### src/rtl/uart_boot_loader.sv
// rtl/uart_boot_loader.sv - UART framed-image loader into imem; holds core in reset until loaded
// Optional trailing XOR checksum byte enabled by defining UART_BOOT_CSUM_EN.
module uart_boot_loader #(
  parameter int CLKS_PER_BIT = 868,
  parameter int ADDR_W       = 12,
  parameter int MAX_WORDS    = 4096
) (
  input  logic              clk,
  input  logic              reset_n,
  input  logic              uart_rx,
  output logic              imem_we,
  output logic [ADDR_W-1:0] imem_addr,
  output logic [31:0]       imem_wdata,
  output logic              core_reset_n,
  output logic              boot_done,
  output logic              boot_error
);

  localparam int               CNT_W    = $clog2(CLKS_PER_BIT);
  localparam logic [CNT_W-1:0] BIT_END  = CNT_W'(CLKS_PER_BIT - 1);
  localparam logic [CNT_W-1:0] HALF_END = CNT_W'(CLKS_PER_BIT / 2 - 1);
  localparam logic [16:0]      MAX_LEN  = 17'(MAX_WORDS);

  typedef enum logic [1:0] {RX_IDLE, RX_START, RX_DATA, RX_STOP} rx_state_t;

  typedef enum logic [2:0] {
    ST_IDLE, ST_LEN0, ST_LEN1, ST_DATA,
`ifdef UART_BOOT_CSUM_EN
    ST_CSUM,
`endif
    ST_DONE, ST_ERROR
  } state_t;

`ifdef UART_BOOT_CSUM_EN
  localparam state_t ST_AFTER_DATA = ST_CSUM;
`else
  localparam state_t ST_AFTER_DATA = ST_DONE;
`endif

  // ---------------- UART receiver ----------------
  logic             rx_s1_q, rx_s2_q, rx_prev_q;
  rx_state_t        rx_state_q, rx_state_d;
  logic [CNT_W-1:0] rx_cnt_q, rx_cnt_d;
  logic [2:0]       rx_bit_q, rx_bit_d;
  logic [7:0]       rx_shift_q, rx_shift_d;
  logic             rx_valid_q, rx_valid_d;
  logic             rx_ferr_q, rx_ferr_d;
  logic             rx_tick, rx_half;

  assign rx_tick = (rx_cnt_q == BIT_END);
  assign rx_half = (rx_cnt_q == HALF_END);

  always_ff @(posedge clk or negedge reset_n) begin
    if (!reset_n) begin
      rx_s1_q    <= 1'b1;
      rx_s2_q    <= 1'b1;
      rx_prev_q  <= 1'b1;
      rx_state_q <= RX_IDLE;
      rx_cnt_q   <= '0;
      rx_bit_q   <= '0;
      rx_shift_q <= '0;
      rx_valid_q <= 1'b0;
      rx_ferr_q  <= 1'b0;
    end else begin
      rx_s1_q    <= uart_rx;
      rx_s2_q    <= rx_s1_q;
      rx_prev_q  <= rx_s2_q;
      rx_state_q <= rx_state_d;
      rx_cnt_q   <= rx_cnt_d;
      rx_bit_q   <= rx_bit_d;
      rx_shift_q <= rx_shift_d;
      rx_valid_q <= rx_valid_d;
      rx_ferr_q  <= rx_ferr_d;
    end
  end

  always_comb begin
    rx_state_d = rx_state_q;
    case (rx_state_q)
      RX_IDLE:  if (rx_prev_q && !rx_s2_q) rx_state_d = RX_START;
      RX_START: if (rx_half) rx_state_d = rx_s2_q ? RX_IDLE : RX_DATA;
      RX_DATA:  if (rx_tick && rx_bit_q == 3'd7) rx_state_d = RX_STOP;
      RX_STOP:  if (rx_tick) rx_state_d = RX_IDLE;
      default:  rx_state_d = RX_IDLE;
    endcase
  end

  // Byte stays in rx_shift_q while rx_valid_q is high and long after.
  always_comb begin
    rx_cnt_d   = rx_cnt_q + 1'b1;
    rx_bit_d   = rx_bit_q;
    rx_shift_d = rx_shift_q;
    rx_valid_d = 1'b0;
    rx_ferr_d  = 1'b0;
    case (rx_state_q)
      RX_IDLE: begin
        rx_cnt_d = '0;
        rx_bit_d = '0;
      end
      RX_START: if (rx_half) rx_cnt_d = '0;
      RX_DATA: if (rx_tick) begin
        rx_cnt_d   = '0;
        rx_shift_d = {rx_s2_q, rx_shift_q[7:1]};
        rx_bit_d   = rx_bit_q + 3'd1;
      end
      RX_STOP: if (rx_tick) begin
        rx_cnt_d   = '0;
        rx_valid_d = rx_s2_q;
        rx_ferr_d  = !rx_s2_q;
      end
      default: rx_cnt_d = '0;
    endcase
  end

  // ---------------- Frame parser / loader ----------------
  state_t            state_q, state_d;
  logic [7:0]        len_lo_q, len_lo_d;
  logic [15:0]       len_q, len_d;
  logic [15:0]       word_idx_q, word_idx_d;
  logic [1:0]        byte_cnt_q, byte_cnt_d;
  logic [31:0]       word_q, word_d;
  logic              imem_we_q, imem_we_d;
  logic [ADDR_W-1:0] imem_addr_q, imem_addr_d;
  logic [31:0]       imem_wdata_q, imem_wdata_d;
  logic              core_rst_q, core_rst_d;
  logic [15:0]       len_rx;
  logic              last_byte;
`ifdef UART_BOOT_CSUM_EN
  logic [7:0]        csum_q, csum_d;
`endif

  assign len_rx    = {rx_shift_q, len_lo_q};
  assign last_byte = (byte_cnt_q == 2'd3) && (word_idx_q == len_q - 16'd1);

  always_ff @(posedge clk or negedge reset_n) begin
    if (!reset_n) begin
      state_q      <= ST_IDLE;
      len_lo_q     <= '0;
      len_q        <= '0;
      word_idx_q   <= '0;
      byte_cnt_q   <= '0;
      word_q       <= '0;
      imem_we_q    <= 1'b0;
      imem_addr_q  <= '0;
      imem_wdata_q <= '0;
      core_rst_q   <= 1'b0;
`ifdef UART_BOOT_CSUM_EN
      csum_q       <= '0;
`endif
    end else begin
      state_q      <= state_d;
      len_lo_q     <= len_lo_d;
      len_q        <= len_d;
      word_idx_q   <= word_idx_d;
      byte_cnt_q   <= byte_cnt_d;
      word_q       <= word_d;
      imem_we_q    <= imem_we_d;
      imem_addr_q  <= imem_addr_d;
      imem_wdata_q <= imem_wdata_d;
      core_rst_q   <= core_rst_d;
`ifdef UART_BOOT_CSUM_EN
      csum_q       <= csum_d;
`endif
    end
  end

  // DONE and ERROR are terminal: once loaded the line is ignored until reset.
  always_comb begin
    state_d = state_q;
    if (rx_ferr_q && state_q != ST_DONE) begin
      state_d = ST_ERROR;
    end else if (rx_valid_q) begin
      case (state_q)
        ST_IDLE: if (rx_shift_q == 8'h55) state_d = ST_LEN0;
        ST_LEN0: state_d = ST_LEN1;
        ST_LEN1: begin
          if ({1'b0, len_rx} > MAX_LEN) state_d = ST_ERROR;
          else if (len_rx == 16'd0)     state_d = ST_AFTER_DATA;
          else                          state_d = ST_DATA;
        end
        ST_DATA: if (last_byte) state_d = ST_AFTER_DATA;
`ifdef UART_BOOT_CSUM_EN
        ST_CSUM: state_d = (rx_shift_q == csum_q) ? ST_DONE : ST_ERROR;
`endif
        default: state_d = state_q;
      endcase
    end
  end

  always_comb begin
    len_lo_d     = len_lo_q;
    len_d        = len_q;
    word_idx_d   = word_idx_q;
    byte_cnt_d   = byte_cnt_q;
    word_d       = word_q;
    imem_we_d    = 1'b0;
    imem_addr_d  = imem_addr_q;
    imem_wdata_d = imem_wdata_q;
    core_rst_d   = (state_q == ST_DONE);
`ifdef UART_BOOT_CSUM_EN
    csum_d       = csum_q;
`endif
    if (rx_valid_q) begin
      case (state_q)
        ST_LEN0: len_lo_d = rx_shift_q;
        ST_LEN1: begin
          len_d      = len_rx;
          word_idx_d = '0;
          byte_cnt_d = '0;
        end
        ST_DATA: begin
          word_d     = {rx_shift_q, word_q[31:8]};
          byte_cnt_d = byte_cnt_q + 2'd1;
`ifdef UART_BOOT_CSUM_EN
          csum_d     = csum_q ^ rx_shift_q;
`endif
          if (byte_cnt_q == 2'd3) begin
            imem_we_d    = 1'b1;
            imem_addr_d  = word_idx_q[ADDR_W-1:0];
            imem_wdata_d = word_d;
            word_idx_d   = word_idx_q + 16'd1;
          end
        end
        default: len_lo_d = len_lo_q;
      endcase
    end
  end

  always_comb begin
    boot_done  = (state_q == ST_DONE);
    boot_error = (state_q == ST_ERROR);
  end

  assign imem_we      = imem_we_q;
  assign imem_addr    = imem_addr_q;
  assign imem_wdata   = imem_wdata_q;
  assign core_reset_n = core_rst_q;

endmodule

### config.mk
export PLATFORM = sky130hd
export DESIGN_NAME = uart_boot_loader
export DESIGN_NICKNAME = d
export VERILOG_FILES = /design/src/rtl/uart_boot_loader.sv
export SDC_FILE = /design/constraint.sdc
export NUM_CORES = 1
export LEC_CHECK = 0
export CELL_PAD_IN_SITES_DETAIL_PLACEMENT = 1
export CELL_PAD_IN_SITES_GLOBAL_PLACEMENT = 1
export CORE_MARGIN = 10
export CORE_UTILIZATION = 42
export DETAILED_ROUTE_END_ITERATION = 8
export PLACE_DENSITY = 0.79
export SLEW_MARGIN = 10
export SYNTH_ARGS = -nofsm -noshare
export SYNTH_HDL_FRONTEND = slang
export SYNTH_SLANG_ARGS = --single-unit
### constraint.sdc
create_clock -name clk -period 2.6 [get_ports clk]
set_input_delay 0.39 -clock clk [delete_from_list [all_inputs] [get_ports clk]]
set_output_delay 0.39 -clock clk [all_outputs]
set_load 0.02 [all_outputs]
==> flow_summary.toml, run 1 <==
[global_routing]
grt_pass1_vias = 5093
grt_antenna_before_repair = 0
grt_max_degree = 70
grt_overflow_total = 0
grt_usage_pct = 16.1
grt_first_pass_wirelength_microns = 26200

[detailed_routing]
vias_per_cell = 5.35
remaining_drc_errors = 0
ant_nets = 0
wl_microns = 15700
drtIter0Drc = 167
dr.pass1.iters = 5
wl_per_cell_microns = 18.3
num_vias = 4601

[worst_setup_path]
crit_path_top_delay_cell = "clkdlybuf4s50_1"
cp.arrival_ps = 2040
reg2reg_to = "state_q[2]"
reg2reg_from = "len_q[0]"
critPathCaptureType = "primary output"
cp_num_buf_inv = 1
start_kind = "flop"
reg2reg_slack_ps = 190
criticalPathCategory = "flop to primary output"
critPathLaunch = "state_q[0]"
cp_max_fo = 13
cp.depth = 2
worst_ep_required_time_ps = 2210
r2r_cells = 9
path_cells = "nor3b_1, clkdlybuf4s50_1"
crit_family = "buffers and inverters"
slowest_delay_ps = 680

[power]
total_power_mw = 5.00
swShare_pct = 23.1
ir_drop_uv = 427
p_per_area_nw_per_um2 = 639
leakage_nw = 3.86
p_seq_share_pct = 46.7
power_frac_clock_pct = 49.1
p_switching_mw = 1.16
p_int_mw = 3.85
pwr-share-comb_pct = 4.2

[floorplan]
core-area_sq_um = 14700
io_pins = 51
rows = 44
dieArea_sq_um = 20500
initial_core_util_pct = 43.4
die_w_microns = 143
die_y_microns = 143

[synthesis]
yosysSeqAreaShare_pct = 56.2
synth_edf_count = 0
synth_top_area_share_pct = 55.0
synth_area_sq_um = 6370
synthTopCellsByArea = "dfrtp_1 55%, mux2_2 9.7%, nand2_1 9.1%"
synth.largest_area_cell = "dfrtp_1"
avgSynthCellArea_sq_um = 10.7
synth_common_cells = "155 x nand2_1, 140 x dfrtp_1, 55 x mux2_2"
synth_top_family_by_area = "simple AND/OR/NAND/NOR gates"
synth_flop_cell = "dfrtp_1"
synth_compound_area_share_pct = 4.61
ys_warn_count = 0
ys_ff_latch = 143
synth-xor-area-share_pct = 5.16
synth_cells = 598
synth_mux_area_share_pct = 9.72
async_flop_share_pct = 100
yosysMostFrequentCell = "nand2_1"
yosys.area_share.simple_pct = 20.6
ys_types = 60
synth_adder_area_share_pct = 1.37
synth.net_count = 608

[finish]
antenna_cells = 0
final_nets = 673
drive_above_1_share_pct = 19.4
area_delta_synth_final_pct = 22.8
final_util_pct = 53.2

[clock_network]
path_clk_slew_ps = 60
cts.sinks = 143
cts.root.buffer_cell = "clkbuf_16"
clockBufferDepth = 2
cts_made_buffers = 17
htreeDepth = 4
cts_tree = "done"
clk_latency_ps = 430

[sta]
fmax_mhz = 412
finalCritPeriodShare_pct = 93.3
worst_pin_slew_ps = 755
rsz0062_at_grt = "no"
fin_worst_skew_ps = 9.43
hold_ws_ps = 359
relSlewSlack_pct = 49.5
finalSetupViolations = 0
timing.final.crit_period_ps = 2430
finalHoldViolCount = 0
drv_slew = 0

[flow_run]
max-cap-violations = 0

[placement]
io_buffers = 50
hpwl_microns = 10800
gp_congestion = 0.792

[worst_hold_path]
hold_class = "flop to flop"
hold_path_depth = 0
min-delay-start = "rx_s1_q"
hold_path_end = "rx_s2_q"

[status]
status = "completed"
==> what timing repair did <==
action / CTS / global route
hold endpoints to repair: 23 / 0
hold buffers: 1 / 0
setup buffers: 1 / 1
resized for setup: 3 / 5
setup endpoints to repair: 3 / 3
cloned: 0 / 0
pin swaps: 1 / 5
==> per-stage QoR <==
step,instances,setup TNS [ps],setup WS (ps),instance area [sq um]
floorplan,598,0,160,6370
global placement,825,0,80.3,7170
detailed placement,825,-0.0460,-0.0460,7170
CTS,859,0,18.3,7800
global route,860,0,26.4,7830
finish,860,0,175,7830
==> cells by family after synthesis <==
group	after synthesis
buffers and inverters	35
AO/OA/AOI/OAI	43
multiplexers	55
adder cells (fa/ha/maj)	7
XOR/XNOR	36
AND/OR/NAND/NOR	279
flip-flops	143
==> how the worst max path moves through the flow <==
stage | to | slack (ps)
3_3_place_gp | state_q[0] | 80
6_report | boot_done | 170
4_1_cts | state_q[2] | 20
5_1_grt | state_q[0] | 30
2_1_floorplan | state_q[2] | 160
3_5_place_dp | state_q[0] | -0.05
==> power by group through the flow <==
stage | combinational (mW) | sequential (mW) | clock [mW]
final | 0.210 | 2.34 | 2.46
after detailed placement | 0.211 | 2.38 | 0
after CTS | 0.218 | 2.34 | 2.51
after floorplan | 0.116 | 2.36 | 0
after global routing | 0.245 | 2.35 | 2.61
after global placement | 0.194 | 2.37 | 0
==> metal layers <==
layer	vias to the layer above	GRT usage, %	wire length, microns
met5	-	0	0
met4	0	5.65	224
met3	17	3.62	443
met2	53	28.8	8290
met1	2366	18.5	6770
li1	2165	-	-
==> final cells by class <==
| type | instances | area, sq um |
|---|---|---|
| fillers | 1567 | 6870 |
| flip-flops and latches | 143 | 3580 |
| multi-input cells | 420 | 2680 |
| repair buffers | 73 | 702 |
| clock buffers | 21 | 470 |
| well taps | 184 | 230 |
| clock inverters | 11 | 130 |
| inverters | 8 | 30.0 |
==> registers in the layout (all words and copies together), names as in the netlist, 2 cells and up, named ones only <==
register and count:
word_idx_q 16, len_lo_q 8, len_q 16, state_q 3, imem_wdata 32, imem_addr 12
rx_shift_q 8, word_q 24, byte_cnt_q 2, rx_bit_q 3, rx_cnt_q 10
==> cells in the final DEF (no fill, tap or decap), types with 4 or more instances in the layout <==
cell type / Yosys / routed
xor2_1: 19 / 19
dfrtp_1: 140 / 140
nor4_1: 6 / 6
nor2b_1: 5 / 5
clkbuf_16: 0 / 17
nor3_1: 7 / 7
ha_1: 7 / 6
a21oi_1: 4 / 4
nand2b_1: 4 / 4
xnor2_1: 16 / 16
inv_1: 8 / 6
buf_4: 1 / 20
mux2_2: 55 / 55
clkinvlp_4: 0 / 4
nor2_1: 39 / 38
clkdlybuf4s50_1: 0 / 49
nor3b_1: 4 / 4
nand2_1: 155 / 155
nand4_1: 6 / 6
nand3_1: 19 / 18
o21ai_0: 14 / 14
Power figures use the tool's default switching activity.
==> run 2: changes to the inputs <==
CORE_MARGIN = 2   (was 10)
==> flow_summary.toml, run 2 (synthesis gave the netlist of run 1 again) <==
[worst_hold_path]
hold_path_end = "rx_s2_q"
min-delay-start = "rx_s1_q"
hold_path_depth = 0
hold_class = "flop to flop"

[sta]
timing.final.crit_period_ps = 2550
finalHoldViolCount = 0
finalSetupViolations = 0
fin_worst_skew_ps = 8.88
relSlewSlack_pct = 51.1
finalWorstSetupSlack_ps = 54.7
fmax_mhz = 393
finalCritPeriodShare_pct = 97.9
worst_pin_slew_ps = 731
drv_slew = 0

[floorplan]
core-area_sq_um = 15000
rows = 45
die_y_microns = 127
die_w_microns = 127
dieArea_sq_um = 16200
initial_core_util_pct = 42.4
io_pins = 51

[power]
p_per_area_nw_per_um2 = 649
total_power_mw = 5.09
leakage_nw = 3.89
ir_drop_uv = 423

[worst_setup_path]
start_kind = "flop"
reg2reg_from = "len_q[1]"
r2r_cells = 9
criticalPathCategory = "flop to flop"
reg2reg_slack_ps = 50
reg2reg_to = "state_q[2]"
cp.arrival_ps = 2900
cp_max_fo = 6
worst_ep_required_time_ps = 2960
critPathCaptureType = "flop"

[placement]
pre_cts_ws_ps = -12.0
io_buffers = 50
gp_congestion = 0.823
hpwl_microns = 10200
dp.cells = 831

[global_routing]
grt_max_degree = 55
grt_overflow_total = 0
grt_antenna_before_repair = 0
grt_first_pass_wirelength_microns = 25200
grt_pass1_vias = 4884
grt_usage_pct = 19.9

[finish]
largest_reg_flops = 32
area_delta_synth_final_pct = 23.2
layout_commonest_cell = "nand2_1"
layout_common_cells = "155 x nand2_1, 140 x dfrtp_1, 55 x mux2_2, 49 x clkdlybuf4s50_1, 38 x nor2_1"
antenna_cells = 0
num-fill-cells = 1606
final_nets = 677
final_cells = 867
drive_above_1_share_pct = 19.6

[detailed_routing]
dr.pass1.iters = 4
ant_nets = 0
num_vias = 4613
wl_per_cell_microns = 17.5
drtIter0Drc = 187
remaining_drc_errors = 0
vias_per_cell = 5.32
wl_microns = 15100

[clock_network]
cts_made_buffers = 17
cts.root.buffer_cell = "clkbuf_16"
clk_latency_ps = 420
htreeDepth = 4
cts.sinks = 143
clockBufferDepth = 2
cts_tree = "done"
path_clk_slew_ps = 60

[status]
status = "completed"

[flow_run]
max-cap-violations = 0
==> run 2: worst max-delay path by stage <==
stage	from	endpoint	slack, ps	cells past startpoint
5_1_grt	len_q[1]	state_q[2]	-40	9
4_1_cts	len_q[1]	state_q[0]	20	9
3_5_place_dp	len_q[0]	state_q[0]	-10	9
3_3_place_gp	len_q[0]	state_q[0]	80	9
2_1_floorplan	len_q[0]	state_q[2]	160	9
6_report	len_q[1]	state_q[2]	50	9
==> run 2: report_power, final <==
group	total [mW]	internal, mW	switching (mW)
Combinational	0.205	0.0750	0.130
Sequential	2.33	2.27	0.0592
Clock	2.55	1.61	0.948
Total	5.09	3.96	1.14
==> run 2: per-stage QoR <==
| step | setup TNS [ps] | area, sq um | hold WS (ps) | utilization (%) |
|---|---|---|---|---|
| after floorplan | 0 | 6370 | 94.4 | - |
| after global placement | 0 | 7170 | 350 | 47.7 |
| after detailed placement | -18.2 | 7170 | 350 | 47.7 |
| after CTS | 0 | 7820 | 362 | 52.0 |
| after global routing | -84.8 | 7850 | 367 | 52.2 |
| final | 0 | 7850 | 360 | 52.2 |
==> run 2: metal layers <==
| metal | GRT usage (%) | routed length, microns |
|---|---|---|
| met1 | 25.2 | 6830 |
| met2 | 33.8 | 7710 |
| met3 | 4.27 | 324 |
| met4 | 6.98 | 279 |
| met5 | 0 | 0 |
==> run 2: final cells by class <==
type	instances	area [sq um]	share of cell area [%]
clock inverters	13	188	2.39
flip-flops and latches	143	3580	45.6
repair buffers	77	719	9.16
multi-input cells	420	2670	34.0
clock buffers	18	429	5.46
inverters	8	30.0	0.382
well taps	188	235	3.00
==> run 2: critical path, cell delays in order, from the launching register on <==
cell	delay (ps)
dfrtp_1	410
inv_2	100
ha_4	160
or4b_4	510
or4_4	550
o211ai_1	100
nor2_1	70
nor4_2	270
buf_4	180
o32a_1	130
==> run 2: repair_timing <==
action / CTS / global route
hold buffers: 1 / 0
buffers inserted: 1 / 3
resized for setup: 3 / 3
gates cloned: 0 / 0
pin swaps: 2 / 1
endpoints found under the setup margin: 3 / 3
endpoints found under the hold margin: 51 / 0
==> run 3: changes to the inputs <==
ABC_AREA = 1   (was unset)
CORE_MARGIN = unset   (was 2)
CORE_UTILIZATION = 40   (was 42)
==> flow_summary.toml, run 3 <==
[global_routing]
grt_usage_pct = 22.8
grt_overflow_total = 0
grt_first_pass_wirelength_microns = 29000
grt_max_degree = 62
grt_antenna_before_repair = 0
grt_pass1_vias = 5757

[clock_network]
cts.sinks = 143
clk_latency_ps = 430
post-cts-setup-buffers = 0
clockBufferDepth = 2
cts_made_buffers = 17
path_clk_slew_ps = 60
cts.root.buffer_cell = "clkbuf_16"
htreeDepth = 4
cts_tree = "done"

[power]
swShare_pct = 23.7
power_frac_clock_pct = 50.6
total_power_mw = 5.19
p_seq_share_pct = 44.4
pwr-share-comb_pct = 5.0
p_switching_mw = 1.23
p_per_area_nw_per_um2 = 659
p_int_mw = 3.96
ir_drop_uv = 455
leakage_nw = 3.68

[sta]
timing.final.crit_period_ps = 2470
relSlewSlack_pct = 53.4
rsz0062_at_grt = "no"
finalWorstSetupSlack_ps = 132
finalSetupViolations = 0
fmax_mhz = 405
finalCritPeriodShare_pct = 94.9
finalHoldViolCount = 0
tns_ps = 0
worst_pin_slew_ps = 697
fin_worst_skew_ps = 11.9
drv_slew = 0

[floorplan]
core-area_sq_um = 15800
rows = 46
initial_core_util_pct = 40.9
die_w_microns = 129
dieArea_sq_um = 16700
die_y_microns = 129
io_pins = 51

[synthesis]
ys_ff_latch = 143
yosysMostFrequentCell = "nand2_1"
synth_area_sq_um = 6480
synthTopCellsByArea = "dfrtp_1 54%, nand2_1 12%, o21ai_0 6.4%"
synth.largest_area_cell = "dfrtp_1"
synth_flop_cell = "dfrtp_1"
synth_cells = 764
synth_top_area_share_pct = 54.1
synth_edf_count = 0
synth_common_cells = "213 x nand2_1, 140 x dfrtp_1, 83 x o21ai_0"
synth.net_count = 774
async_flop_share_pct = 100
avgSynthCellArea_sq_um = 8.48
ys_warn_count = 0
ys_types = 38
yosysSeqAreaShare_pct = 55.3

[worst_setup_path]
cp_num_buf_inv = 2
cp.arrival_ps = 2080
crit_path_top_delay_cell = "clkdlybuf4s50_1"
crit_family = "buffers and inverters"
path_cells = "nor2_1, inv_1, nor2_1, clkdlybuf4s50_1"
critPathMostFrequentCell = "nor2_1"
start_kind = "flop"
cp_max_fo = 5
worst_ep_required_time_ps = 2210
slowest_delay_ps = 650
critPathCaptureType = "primary output"
criticalPathCategory = "flop to primary output"

[placement]
io_buffers = 50
hpwl_microns = 11800
pre_cts_ws_ps = 578
gp_congestion = 0.832

[finish]
largest_reg_flops = 32
seqCellArea_sq_um = 3580
drive_above_1_share_pct = 7.66
multi_input_area_sq_um = 2480
area_delta_synth_final_pct = 21.7
layout_commonest_cell = "nand2_1"
antenna_cells = 0
layout_common_cells = "213 x nand2_1, 140 x dfrtp_1, 83 x o21ai_0, 81 x inv_1, 57 x nor2_1"
num-fill-cells = 1851
final_util_pct = 49.8
final_nets = 832

[detailed_routing]
remaining_drc_errors = 0
ant_nets = 0
vias_per_cell = 5.02
wl_microns = 17300
wl_per_cell_microns = 16.4
num_vias = 5273
dr.pass1.iters = 6
drtIter0Drc = 315

[worst_hold_path]
hold_class = "flop to flop"

[status]
status = "completed"

[flow_run]
max-cap-violations = 0
-- run 3: worst register-to-register path: cells and delay by family, from the launching register on --
| kind | cells | cell delay [ps] |
|---|---|---|
| AOI/OAI and AO/OA | 1 | 450 |
| DFF | 1 | 410 |
| and+or+nand+nor | 3 | 1140 |
-- run 3: cell families (layout without fill, tap and decap cells) --
kind of cell | Yosys count | after routing | synth area share [%]
AND/OR/NAND/NOR | 343 | 343 | 22.9
AO/OA/AOI/OAI | 139 | 139 | 11.0
flip-flops | 143 | 143 | 55.3
XOR/XNOR | 22 | 22 | 2.97
adder cells (fa/ha/maj) | 7 | 7 | 1.35
buffers and inverters | 110 | 181 | 6.43
-- run 3: power groups by stage --
| stage | Sequential [mW] | Combinational [mW] | Clock [mW] |
|---|---|---|---|
| 6_report | 2.30 | 0.262 | 2.63 |
| 4_1_cts | 2.30 | 0.269 | 2.67 |
| 3_5_place_dp | 2.34 | 0.264 | 0 |
| 2_1_floorplan | 2.34 | 0.159 | 0 |
| 3_3_place_gp | 2.34 | 0.244 | 0 |
| 5_1_grt | 2.31 | 0.306 | 2.76 |
-- run 3: per-stage QoR --
stage / hold WS, ps / instances / cell area (sq um)
global placement: 347 / 1018 / 7240
detailed placement: 347 / 1018 / 7240
global route: 359 / 1051 / 7880
finish: 353 / 1051 / 7880
CTS: 355 / 1051 / 7880
floorplan: 94.4 / 764 / 6480
-- run 3: repair_timing --
action / 4_1_cts / 5_1_grt
hold buffers: 1 / 0
endpoints found under the hold margin: 57 / 0
gates resized for setup: 0 / 0
-- run 3: per-layer routing --
| metal | track usage, % | part of all wire [%] | up-vias |
|---|---|---|---|
| li1 | - | - | 2559 |
| met1 | 27.5 | 45 | 2600 |
| met2 | 39.8 | 50 | 82 |
| met3 | 4.67 | 2.7 | 32 |
| met4 | 9.07 | 2.3 | 0 |
| met5 | 0 | 0 | - |
-- run 3: layout make-up --
class	count	area share, %
clock inverter	15	2.65
timing repair buffer	60	7.35
multi-input combinational	511	31.5
inverter	89	4.27
tap	216	3.43
clock buffer	17	5.40
sequential	143	45.4
-- run 3: path summary, 6_finish.rpt --
path / startpoint / endpoint / slack [ps] / cells past startpoint
max: state_q[1] / boot_done / 130 / 4
max reg2reg: rx_cnt_q[2] / rx_shift_q[1] / 500 / 4
min: rx_s1_q / rx_s2_q / 350 / 0
min in group asynchronous: reset_n / imem_we / 510 / 2
max in group asynchronous: reset_n / imem_wdata[10] / 1300 / 3
min reg2reg: rx_s1_q / rx_s2_q / 350 / 0
